$ cat config.mk
export PLATFORM = sky130hd
export DESIGN_NAME = nms_feeder_flat
export DESIGN_NICKNAME = d
export VERILOG_FILES = /design/src/rtl/nms_feeder_if.sv /design/src/rtl/nms_feeder.sv /design/src/flat_wrapper.sv
export SDC_FILE = /design/constraint.sdc
export NUM_CORES = 1
export LEC_CHECK = 0
export BUFFER_PORTS_ARGS = -buffer_cell sky130_fd_sc_hd__buf_2
export CAP_MARGIN = 5
export CORE_ASPECT_RATIO = 1.75
export CORE_MARGIN = 4
export CORE_UTILIZATION = 50
export DETAILED_ROUTE_END_ITERATION = 6
export HOLD_SLACK_MARGIN = 0.15
export PLACE_DENSITY = 0.75
export SYNTH_ARGS = -nofsm -noshare
export SYNTH_HDL_FRONTEND = slang
export SYNTH_SLANG_ARGS = --single-unit
export TNS_END_PERCENT = 50
$ cat constraint.sdc
create_clock -name clk -period 19.85 [get_ports clk]
set_input_delay 2.9775 -clock clk [delete_from_list [all_inputs] [get_ports clk]]
set_output_delay 2.9775 -clock clk [all_outputs]
set_load 0.1 [all_outputs]
$ cat src/rtl/nms_feeder_if.sv
// Purpose: bundles the pixel-in, NMS-controller and result-out signals of nms_feeder.
// Latency: none; wires only.
// Backpressure: in_valid/in_ready upstream, out_valid/out_ready downstream.
interface nms_feeder_if;
  logic         in_valid;
  logic         in_ready;
  logic         in_sol;
  logic [1:0]   in_angle;
  logic [7:0]   in_mag;
  logic         anchor_moving;
  logic [27:0]  gradient_angle;
  logic [111:0] gradient_mag;
  logic [95:0]  nms_out;
  logic         nms_final;
  logic         out_valid;
  logic         out_ready;
  logic [95:0]  out_data;
  logic         err_timeout;

  // Environment side: feeds pixels, plays the NMS controller, consumes results.
  modport master (
    output in_valid, in_sol, in_angle, in_mag, nms_out, nms_final, out_ready,
    input  in_ready, anchor_moving, gradient_angle, gradient_mag, out_valid, out_data, err_timeout
  );

  // Feeder side.
  modport slave (
    input  in_valid, in_sol, in_angle, in_mag, nms_out, nms_final, out_ready,
    output in_ready, anchor_moving, gradient_angle, gradient_mag, out_valid, out_data, err_timeout
  );
endinterface

$ cat src/rtl/nms_feeder.sv
// Purpose: stages gradient pixels into a 14-wide window, kicks the NMS controller, captures its result.
// Latency: window issued the cycle after the staging target fills; result visible the cycle after nms_final.
// Backpressure: in_ready drops once the staging target is met; no new window while out_valid is unconsumed.
module nms_feeder #(
  parameter int TIMEOUT = 64
) (
  input  logic         clk,
  input  logic         rst,
  nms_feeder_if.slave  bus
);

  localparam int WCW = $clog2(TIMEOUT) + 1;

  typedef enum logic [1:0] {S_IDLE, S_ISSUE, S_WAIT} state_t;

  // Pixel packed as {angle, mag}; element 13 is the newest.
  logic [13:0][9:0] staging;
  logic [13:0][9:0] win_q;
  logic [3:0]       cnt;
  logic [3:0]       need;
  logic [WCW-1:0]   wait_cnt;
  state_t           state;
  logic             anchor_q;
  logic             out_valid_q;
  logic [95:0]      out_data_q;
  logic             err_q;
  logic             accept;

  assign bus.in_ready      = (cnt != need);
  assign accept            = bus.in_valid && bus.in_ready;
  assign bus.anchor_moving = anchor_q;
  assign bus.out_valid     = out_valid_q;
  assign bus.out_data      = out_data_q;
  assign bus.err_timeout   = err_q;

  // Spread the held window onto the flat angle/magnitude buses.
  always_comb begin
    bus.gradient_angle = '0;
    bus.gradient_mag   = '0;
    for (int j = 0; j < 14; j++) begin
      bus.gradient_angle[2*j +: 2] = win_q[j][9:8];
      bus.gradient_mag[8*j +: 8]   = win_q[j][7:0];
    end
  end

  // Staging shift register: accepted pixel enters the top, oldest falls off the bottom.
  always_ff @(posedge clk or posedge rst) begin
    if (rst) begin
      staging <= '0;
    end else if (accept) begin
      staging <= {{bus.in_angle, bus.in_mag}, staging[13:1]};
    end
  end

  // Control FSM with fill counters, window hold, result capture and timeout.
  always_ff @(posedge clk or posedge rst) begin
    if (rst) begin
      state       <= S_IDLE;
      anchor_q    <= 1'b0;
      out_valid_q <= 1'b0;
      out_data_q  <= '0;
      win_q       <= '0;
      cnt         <= 4'd0;
      need        <= 4'd14;
      wait_cnt    <= '0;
      err_q       <= 1'b0;
    end else begin
      anchor_q <= 1'b0;

      if (out_valid_q && bus.out_ready) begin
        out_valid_q <= 1'b0;
      end

      // A row start restarts the fill; earlier partial pixels stay in staging but no longer count.
      if (accept) begin
        if (bus.in_sol) begin
          cnt  <= 4'd1;
          need <= 4'd14;
        end else begin
          cnt  <= 4'(cnt + 4'd1);
        end
      end

      case (state)
        S_IDLE: begin
          // cnt==need implies in_ready is low, so no accept competes with this reload.
          if ((cnt == need) && !out_valid_q) begin
            state    <= S_ISSUE;
            anchor_q <= 1'b1;
            win_q    <= staging;
            cnt      <= 4'd0;
            need     <= 4'd12;
          end
        end
        S_ISSUE: begin
          state    <= S_WAIT;
          wait_cnt <= '0;
        end
        S_WAIT: begin
          // A result arriving on the last allowed cycle still counts as a capture.
          if (bus.nms_final) begin
            out_data_q  <= bus.nms_out;
            out_valid_q <= 1'b1;
            state       <= S_IDLE;
          end else if (wait_cnt == WCW'(TIMEOUT - 1)) begin
            err_q <= 1'b1;
            state <= S_IDLE;
          end else begin
            wait_cnt <= WCW'(wait_cnt + 1'b1);
          end
        end
        default: state <= S_IDLE;
      endcase
    end
  end

endmodule

$ cat src/flat_wrapper.sv
// flat-port wrapper written by rule: the top's interface ports become plain ports
module nms_feeder_flat 
#(
  parameter int TIMEOUT = 64
)
  (clk, rst, bus_in_valid, bus_in_sol, bus_in_angle, bus_in_mag, bus_nms_out, bus_nms_final, bus_out_ready, bus_in_ready, bus_anchor_moving, bus_gradient_angle, bus_gradient_mag, bus_out_valid, bus_out_data, bus_err_timeout);
  nms_feeder_if bus_i ();
  input  logic clk;
  input  logic rst;
  input wire logic [$bits(bus_i.in_valid)-1:0] bus_in_valid;
  input wire logic [$bits(bus_i.in_sol)-1:0] bus_in_sol;
  input wire logic [$bits(bus_i.in_angle)-1:0] bus_in_angle;
  input wire logic [$bits(bus_i.in_mag)-1:0] bus_in_mag;
  input wire logic [$bits(bus_i.nms_out)-1:0] bus_nms_out;
  input wire logic [$bits(bus_i.nms_final)-1:0] bus_nms_final;
  input wire logic [$bits(bus_i.out_ready)-1:0] bus_out_ready;
  output wire logic [$bits(bus_i.in_ready)-1:0] bus_in_ready;
  output wire logic [$bits(bus_i.anchor_moving)-1:0] bus_anchor_moving;
  output wire logic [$bits(bus_i.gradient_angle)-1:0] bus_gradient_angle;
  output wire logic [$bits(bus_i.gradient_mag)-1:0] bus_gradient_mag;
  output wire logic [$bits(bus_i.out_valid)-1:0] bus_out_valid;
  output wire logic [$bits(bus_i.out_data)-1:0] bus_out_data;
  output wire logic [$bits(bus_i.err_timeout)-1:0] bus_err_timeout;
  assign bus_i.in_valid = bus_in_valid;
  assign bus_i.in_sol = bus_in_sol;
  assign bus_i.in_angle = bus_in_angle;
  assign bus_i.in_mag = bus_in_mag;
  assign bus_i.nms_out = bus_nms_out;
  assign bus_i.nms_final = bus_nms_final;
  assign bus_i.out_ready = bus_out_ready;
  assign bus_in_ready = bus_i.in_ready;
  assign bus_anchor_moving = bus_i.anchor_moving;
  assign bus_gradient_angle = bus_i.gradient_angle;
  assign bus_gradient_mag = bus_i.gradient_mag;
  assign bus_out_valid = bus_i.out_valid;
  assign bus_out_data = bus_i.out_data;
  assign bus_err_timeout = bus_i.err_timeout;
  nms_feeder #(.TIMEOUT(TIMEOUT)) u_core (.clk(clk), .rst(rst), .bus(bus_i));
endmodule
Word-level counts from Yosys, hierarchy flattened --
Cells that the tools add are included.
Storage, ports and cells: register bits 396, input port bits 112, output and inout bits 240, word-level logic and storage cells 79
Cells by class: $add $sub $neg 2, eq/ne operators 9, muxes and demuxes 20, bitwise operators 1, reductions and logical operators 11
Operators with widths (count):
- two-way mux 4 bit | 8
- two-way mux 7 bit | 2
- case mux 7 bit (2 select lines) | 1
- adder 7 x 1 -> 7 bit (second input constant) | 1
- equality test 7 x 6 -> 1 bit (second input constant) | 1
- two-way mux 2 bit | 3
- case mux 2 bit (3 select lines) | 1
- AND reduction 2 bit | 3
- AND reduction 3 bit | 2
- two-way mux 1 bit | 5
- adder 4 x 1 -> 4 bit (second input constant) | 1
- equality test 4 bit | 1
- inequality test 2 bit (second input constant) | 2
- inequality test 4 bit | 1
- logical AND 1 bit | 3
- inequality test 3 x 2 -> 1 bit (second input constant) | 1
- equality test 2 x 1 -> 1 bit (second input constant) | 1
- equality test 2 bit (second input constant) | 1
- zero test 2 bit | 1
- inequality test 2 x 1 -> 1 bit (second input constant) | 1
- nonzero test 2 bit | 1
- zero test 1 bit | 1
- NOT 1 bit | 1

Longest topological paths before layout --
Gate-level depths: netlist (run 1).
word-level depth 5, depth in mapped cells 8, mapped depth without buffers 5

Worst setup path after synthesis (run 1) --
Ideal clock, no wire load.
path kind input port to flip-flop, start point in bus_nms_final, end point reg u_core.out_data_q[10] (netlist: u_core.bus.out_data[10]), setup time 0.126 ns, arrival 4.196 ns, required time 19.724 ns, path slack 15.528 ns, cell stages on the path 4, buffers on the path 2, path through nand3b_1 > clkbuf_1 > clkbuf_1 > mux2_2
Between the ends: word-level cells in the longest chain between the ends 1
Ends and longest elaborated chain:
- start: declaration | RTL line flat_wrapper.sv:15 | input wire logic [$bits(bus_i.nms_final)-1:0] bus_nms_final;
- AND reduction 2 bit (no source line)
- end signal: assignment | RTL line nms_feeder.sv:102 | out_data_q <= bus.nms_out;
- end: declaration | RTL line nms_feeder.sv:25 | logic [95:0] out_data_q;
No other way between the ends. A chain may end at the register's enable or synchronous reset.

Worst setup path in the final report (run 1) --
start point reg u_core.need[1], end point out bus_in_ready
Between the ends: word-level cells in the longest chain between the ends 1
Ends and longest elaborated chain:
- start: declaration | RTL line nms_feeder.sv:20 | logic [3:0] need;
- start signal: assignment | RTL line nms_feeder.sv:64 | need <= 4'd14;
- start signal: assignment | RTL line nms_feeder.sv:78 | need <= 4'd14;
- start signal: assignment | RTL line nms_feeder.sv:92 | need <= 4'd12;
- inequality test 4 bit | RTL line nms_feeder.sv:29 | assign bus.in_ready = (cnt != need);
- end: declaration | RTL line flat_wrapper.sv:17 | output wire logic [$bits(bus_i.in_ready)-1:0] bus_in_ready;
No other way between the ends.

==> results.tsv, run 1 <==
metric	value	unit
status	finished clean	
first-pass GRT wire length	54450	um
max incr delay on CP	0.56	ns
hold buffers post-CTS	0	
CP Capture Type	primary output	
power density cells	106.6	nW/um2
Setup Fix Bufs, Post-CTS	0	
mapped cell area	14990	um2
clock transition at the registers of the reported paths	0.06	ns
root buf cell	clkbuf_16	
Final min period	5.009	ns
met3 WL	2080	um
VDD IR max	0.08610	mV
Placement Setup Slack	14.77	ns
met2 routed wirelength	17530	um
Internal Pwr Total	1.337	mW
Die Height	237.0	um
post-synthesis adder-cell area fraction	0.1670	%
final hold vios	0	
clk sink count	396	
synth unique cells	40	
R2R Path Start	u_core.need[1]$_DFF_PP1_	
CTS H-Tree Depth	2	
largest family of logic cells by synthesized area	multiplexers	
met1 WL	12690	um
syn_nets	1295	
Worst Setup SP	u_core.need[1]$_DFF_PP1_	
Rel. slew slack	25.05	%
gr usage total	20.23	%
DR iter-0 viols	568	
Cells after DPL	1863	
crit path DAT	2.03	ns
CP Cell Sequence	xor2_1 -> or4_4 -> buf_2	
via-per-instance ratio	5.022	
Cells after Synth	1181	
layout cells sized above 1	36.59	%
fin crit share	25.23	%
clock buffer depth	3	
max capacitance violation total	0	
final instance area	18090	um2
crit start category	flop	
leading area contributor after synthesis	dfrtp_1	
Seq pwr share	47.9	%
Comb power frac	16.1	%
synthesized flop and latch total	396	
f_max	199.6	MHz
row cnt	83	
PostCTS Resize Cnt	0	
ANT cells	0	
setup TNS	0	ns
Leak Pwr	10.23	nW
die area	32910	um2
Top Metal Used	met4	
Worst Max-Slew Pin Slew	1.124	ns
Die X	138.9	um
Synth area leaders	dfrtp_1 (66%), nand2_1 (11%), mux2_2 (11%), mux2_1 (7.2%), buf_12 (1.3%)	
DR WL/cell	17.47	um
hpwl dp	22540	um
hold_sp	u_core.bus.err_timeout$_DFFE_PP0P_	
CP Data Required Time	16.87	ns
# DRC	0	
post-route ant nets	0	
endpoints failing setup	0	
critical path type	reg2out	
Post-Synth Simple-Gate Area	11.68	%
XOR/XNOR share of the synthesized area	0.2338	%
WL final	33640	um
warnings from Yosys	0	
mux cell area share after synthesis	17.80	%
placed instance area	16900	um2
Area growth, synth to finish	20.71	%
Synth top area share	65.63	%
Fin Clk Skew	0.02404	ns
initial antenna violation count	0	
I/O Buffers	351	
Final Net Count	1633	
Max FO, Critical Path	3	
Slowest-stage cell, CP	or4_4	
Syn Area/Cell	12.69	um2
sequential share of the synthesized area	66.15	%
post-layout worst setup margin	14.84	ns
CTS tree	built	
Vias	9672	
# IOs	352	
TritonCTS Buffers	36	
Pins Over Slew Limit	0	
RSZ-0062 raised after global routing	no	
final non-filler cell total	1926	
later-pin clock latency in the skew report	0.53	ns
largest net degree at the start of global routing	173	
core region area	29490	um2
final global-route overflow total	0	
Clk network pwr share	36.0	%
RePlAce Congestion	0.8152	
Starting Density	50.81	%
DRT Pass-1 Iters	4	
number of global-route vias before repair	10226	
switching share of total power	30.63	%
Synth Area in Compound Gates	1.052	%
Hold WS	0.4756	ns
worst min-delay path class	reg2reg	
NetSw	0.5907	mW
-- path summary, 6_finish.rpt --
check	end	slack, ns	cells past startpoint
min	u_core.bus.err_timeout$_DFFE_PP0P_	0.48	1
min in group asynchronous	u_core.bus.out_data[49]$_DFFE_PP0P_	2.66	2
max in group asynchronous	u_core.bus.gradient_mag[17]$_DFFE_PP0P_	15.62	3
max	bus_in_ready	14.84	3
max reg2reg	u_core.bus.gradient_angle[4]$_DFFE_PP0P_	15.52	6
min reg2reg	u_core.bus.err_timeout$_DFFE_PP0P_	0.48	1
-- cells in the final DEF, fill, tap and decap left out, types with 4 or more instances in the layout --
cell | Yosys | layout
mux2_1 | 96 | 96
nand2_1 | 427 | 427
dfrtp_1 | 393 | 393
clkbuf_8 | 0 | 9
buf_4 | 2 | 7
clkbuf_16 | 0 | 37
inv_1 | 6 | 5
nor2_1 | 5 | 5
buf_2 | 4 | 351
clkbuf_1 | 42 | 8
xor2_1 | 4 | 4
a21oi_1 | 5 | 5
nand3_1 | 9 | 9
mux2_2 | 140 | 140
o21ai_0 | 5 | 5
-- flip-flops by register name (all words and copies together), names as in the netlist --
name,flops
u_core.staging,140
u_core.bus.gradient_mag,112
u_core.bus.out_data,96
u_core.bus.gradient_angle,28
u_core.wait_cnt,7
u_core.cnt,4
u_core.need,4
u_core.state,2
u_core.bus.anchor_moving,1
u_core.bus.err_timeout,1
u_core.bus.out_valid,1
-- through the flow --
step | util [%] | total power [mW]
2_1_floorplan | - | 1.177
3_3_place_gp | 57.31 | 1.242
3_5_place_dp | 57.31 | 1.251
4_1_cts | 61.34 | 1.951
5_1_grt | 61.34 | 2.008
6_report | 61.34 | 1.928
-- power by group through the flow --
stage               clock network, mW  registers, mW  logic (mW)
finish                          0.695          0.923       0.310
floorplan                           0           1.10      0.0756
global route                    0.747          0.931       0.330
detailed placement                  0          0.938       0.313
global placement                    0          0.934       0.307
CTS                             0.714          0.923       0.314
-- logic make-up (layout without fill, tap and decap cells) --
logic type,Yosys count,count (layout)
DFF,396,396
and+or+nand+nor,453,453
AOI/OAI and AO/OA,23,23
buffers and inverters,66,429
adders and majority gates,2,2
muxes,237,237
xor gates and xnor gates,4,4
-- critical path: cells and delay by family, from the launching register on --
family	cells	cell delay, ns
and+or+nand+nor	1	0.56
DFF	1	0.54
buffers and inverters	1	0.31
xor gates and xnor gates	1	0.11
-- metal layers --
metal	global-route usage, %	vias up
met2	35.69	307
met3	4.668	72
li1	-	4539
met4	8.665	0
met1	23.63	4754
met5	0	-
-- final cells by class --
| class | instances | area, um2 |
|---|---|---|
| timing repair buffer | 359 | 1829 |
| clock buffer | 54 | 1080 |
| tap | 382 | 478.0 |
| clock inverter | 9 | 107.6 |
| inverter | 7 | 36.28 |
| multi-input combinational | 719 | 4646 |
| sequential | 396 | 9913 |
| fill | 2381 | 11400 |
-- synthesized netlist by cell type (all sizes together) --
master and n:
a211oi 1, o31ai 1, xor2 4, nand4 1
a31o 2, inv 7, nand2b 1, ha 2
a21oi 5, a31oi 1, o21bai 1, nor2 5
mux2 236, buf 17, o41a 1, and3 1
o21ai 5, nand3 9, nand3b 3, a21boi 1
dfrtp 393, nor3 2, o41ai 1, clkbuf 42
nor3b 1, o211ai 1, dfstp 3, or3 1
nand2 427, mux2i 1, a21o 1, a2bb2oi 1
o211a 1, or4 2
No activity file was read; power rests on OpenSTA's default activity.
==> run 2: changes to the inputs <==
Settings changed: ABC_AREA set to 1.
Clock period 19.85 ns to 5.1 ns, I/O delays scaled along.
==> run 2 against run 1 <==
- flip-flop and latch count unchanged
- cell count rose by 8.7%
- hold slack got worse by 0.14 ns
- sequential share of layout area increased by 0.39 points
- non-clock buffer count decreased by 3
- clock-buffer cell count shrank 4
- design area decreased by 0.71%
- area after synthesis decreased by 0.47%
- core utilization fell by 0.22 points
==> results.tsv, run 2 <==
metric	value	unit
status	finished clean	
most frequent cells in the layout	dfrtp_1 (393), buf_2 (351), nand2_1 (330)	
count leader, synth	dfrtp_1	
RePlAce Congestion	0.8742	
later-pin clock latency in the skew report	0.51	ns
most used cell, CP	nand2_1	
Pins Over Slew Limit	0	
CTS H-Tree Depth	2	
synth unique cells	27	
R2R cell count	8	
Area growth, synth to finish	20.43	%
via-per-instance ratio	4.872	
R2R Path Start	u_core.need[2]$_DFF_PP1_	
syn_nets	1480	
die area	32770	um2
DRT Pass-1 Iters	4	
Synth top area share	65.93	%
clock buffer depth	3	
number of global-route vias before repair	10477	
crit path DAT	3.21	ns
max capacitance violation total	0	
synth cell count leaders	dfrtp_1 (393), nand2_1 (331), o21ai_1 (154)	
worst min-delay path class	in2async	
f_max	351.0	MHz
final hold vios	0	
placed instance area	16820	um2
Util after Layout	61.12	%
DR iter-0 viols	430	
clk sink count	396	
Starting Density	50.75	%
worst path bufs/invs	2	
most common cell after layout, fill and taps aside	dfrtp_1	
hpwl dp	23550	um
Cells after Synth	1366	
Worst path depth	8	
Slowest-stage cell, CP	nand3_4	
Worst Setup SP	u_core.need[2]$_DFF_PP1_	
Final Net Count	1802	
Die X	138.6	um
final non-filler cell total	2094	
first-pass GRT wire length	55170	um
RSZ-0062 raised after global routing	no	
Synth Flop Type	dfrtp_1	
WL final	34060	um
Die Height	236.5	um
crit start category	flop	
largest net degree at the start of global routing	211	
CP Cell Sequence	inv_1 -> nand2_1 -> nand2_1 -> nor2_2 -> nand3_4 -> buf_12 -> nand2_1 -> o21ai_1	
critical path type	reg2reg	
sequential share of the synthesized area	66.46	%
Worst Max-Slew Pin Slew	1.218	ns
fin crit share	55.86	%
gr usage total	20.55	%
initial antenna violation count	3	
Biggest register	u_core.staging	
CP Data Required Time	5.46	ns
TritonCTS Buffers	36	
I/O Buffers	351	
crit-path leading delay family	simple AND/OR/NAND/NOR gates	
leading area contributor after synthesis	dfrtp_1	
CTS tree	built	
share of flip-flops with an asynchronous set or reset	100.0	%
ANT cells	0	
post-route ant nets	0	
# IOs	352	
clock transition at the registers of the reported paths	0.07	ns
number of flops mapped to enable cells by yosys	0	
DR WL/cell	16.27	um
core region area	29390	um2
FILL cells	2405	
hold buffers post-CTS	0	
Synth area leaders	dfrtp_1 (66%), nand2_1 (8.3%), mux2_2 (7.2%), o21ai_1 (5.2%), o21ai_0 (3.7%)	
row cnt	83	
Syn Area/Cell	10.92	um2
endpoints failing setup	0	
layout cells sized above 1	31.13	%
root buf cell	clkbuf_16	
Max FO, Critical Path	193	
mapped cell area	14920	um2
CP Capture Type	flop	
final global-route overflow total	0	
final instance area	17960	um2
max incr delay on CP	0.68	ns
Rel. slew slack	18.81	%
max FFs per register	140	
synthesized flop and latch total	396	
# DRC	0	
Cells after DPL	2032	
warnings from Yosys	0	
Setup Fix Bufs, Post-CTS	0	
Fin Clk Skew	0.01206	ns
Vias	10202	
R2R setup slack	2.25	ns
FF-to-FF End	u_core.bus.gradient_mag[27]$_DFFE_PP0P_	
crit path to	u_core.bus.gradient_mag[27]$_DFFE_PP0P_	
PostCTS Resize Cnt	0	
Final min period	2.849	ns
post-layout worst setup margin	2.251	ns
Placement Setup Slack	2.380	ns
==> run 2: worst min path at each step <==
| stage | slack [ns] | startpoint | to |
|---|---|---|---|
| 2_1_floorplan | 0.44 | u_core.staging[8]$_DFFE_PP0N_ | u_core.bus.gradient_angle[0]$_DFFE_PP0P_ |
| 3_3_place_gp | 0.45 | u_core.staging[0]$_DFFE_PP0N_ | u_core.bus.gradient_mag[0]$_DFFE_PP0P_ |
| 3_5_place_dp | 0.45 | u_core.staging[7]$_DFFE_PP0N_ | u_core.bus.gradient_mag[7]$_DFFE_PP0P_ |
| 4_1_cts | 0.32 | rst | u_core.bus.gradient_angle[19]$_DFFE_PP0P_ |
| 5_1_grt | 0.35 | rst | u_core.bus.gradient_angle[19]$_DFFE_PP0P_ |
| 6_report | 0.33 | rst | u_core.bus.gradient_angle[19]$_DFFE_PP0P_ |
==> run 2: logic make-up after synthesis <==
| group | count (synthesis) | synth area share [%] |
|---|---|---|
| xor+xnor | 2 | 0.1175 |
| mux | 96 | 7.248 |
| flops | 396 | 66.46 |
| compound gates | 286 | 9.915 |
| simple gates | 362 | 9.404 |
| buf+inv | 222 | 6.686 |
| fa+ha+maj | 2 | 0.1677 |
==> run 2: area by class of cell <==
class / count / area [um2] / area share (%)
Multi-Input combinational cell: 748 / 4029 / 22.43
Sequential cell: 396 / 9913 / 55.19
Timing Repair Buffer: 356 / 1832 / 10.20
Clock inverter: 12 / 118.9 / 0.6617
Tap cell: 382 / 478.0 / 2.661
Clock buffer: 50 / 1025 / 5.705
Inverter: 150 / 566.8 / 3.155
==> run 2: routing by layer <==
layer | share of wire, % | GRT usage (%)
met1 | 39 | 24.67
met2 | 50 | 35.48
met3 | 7.4 | 5.900
met4 | 3.4 | 7.222
met5 | 0.10 | 0
==> run 2: metrics by stage <==
step	setup TNS [ns]	hold WS [ns]
4_1_cts	0	0.3179
3_3_place_gp	0	0.4495
6_report	0	0.3328
3_5_place_dp	0	0.4541
2_1_floorplan	-390.00	0.4422
5_1_grt	0	0.3537
Power of run 2 is not shown: default switching activity piles up to over one toggle a cycle in this logic, so the estimate is an artifact.
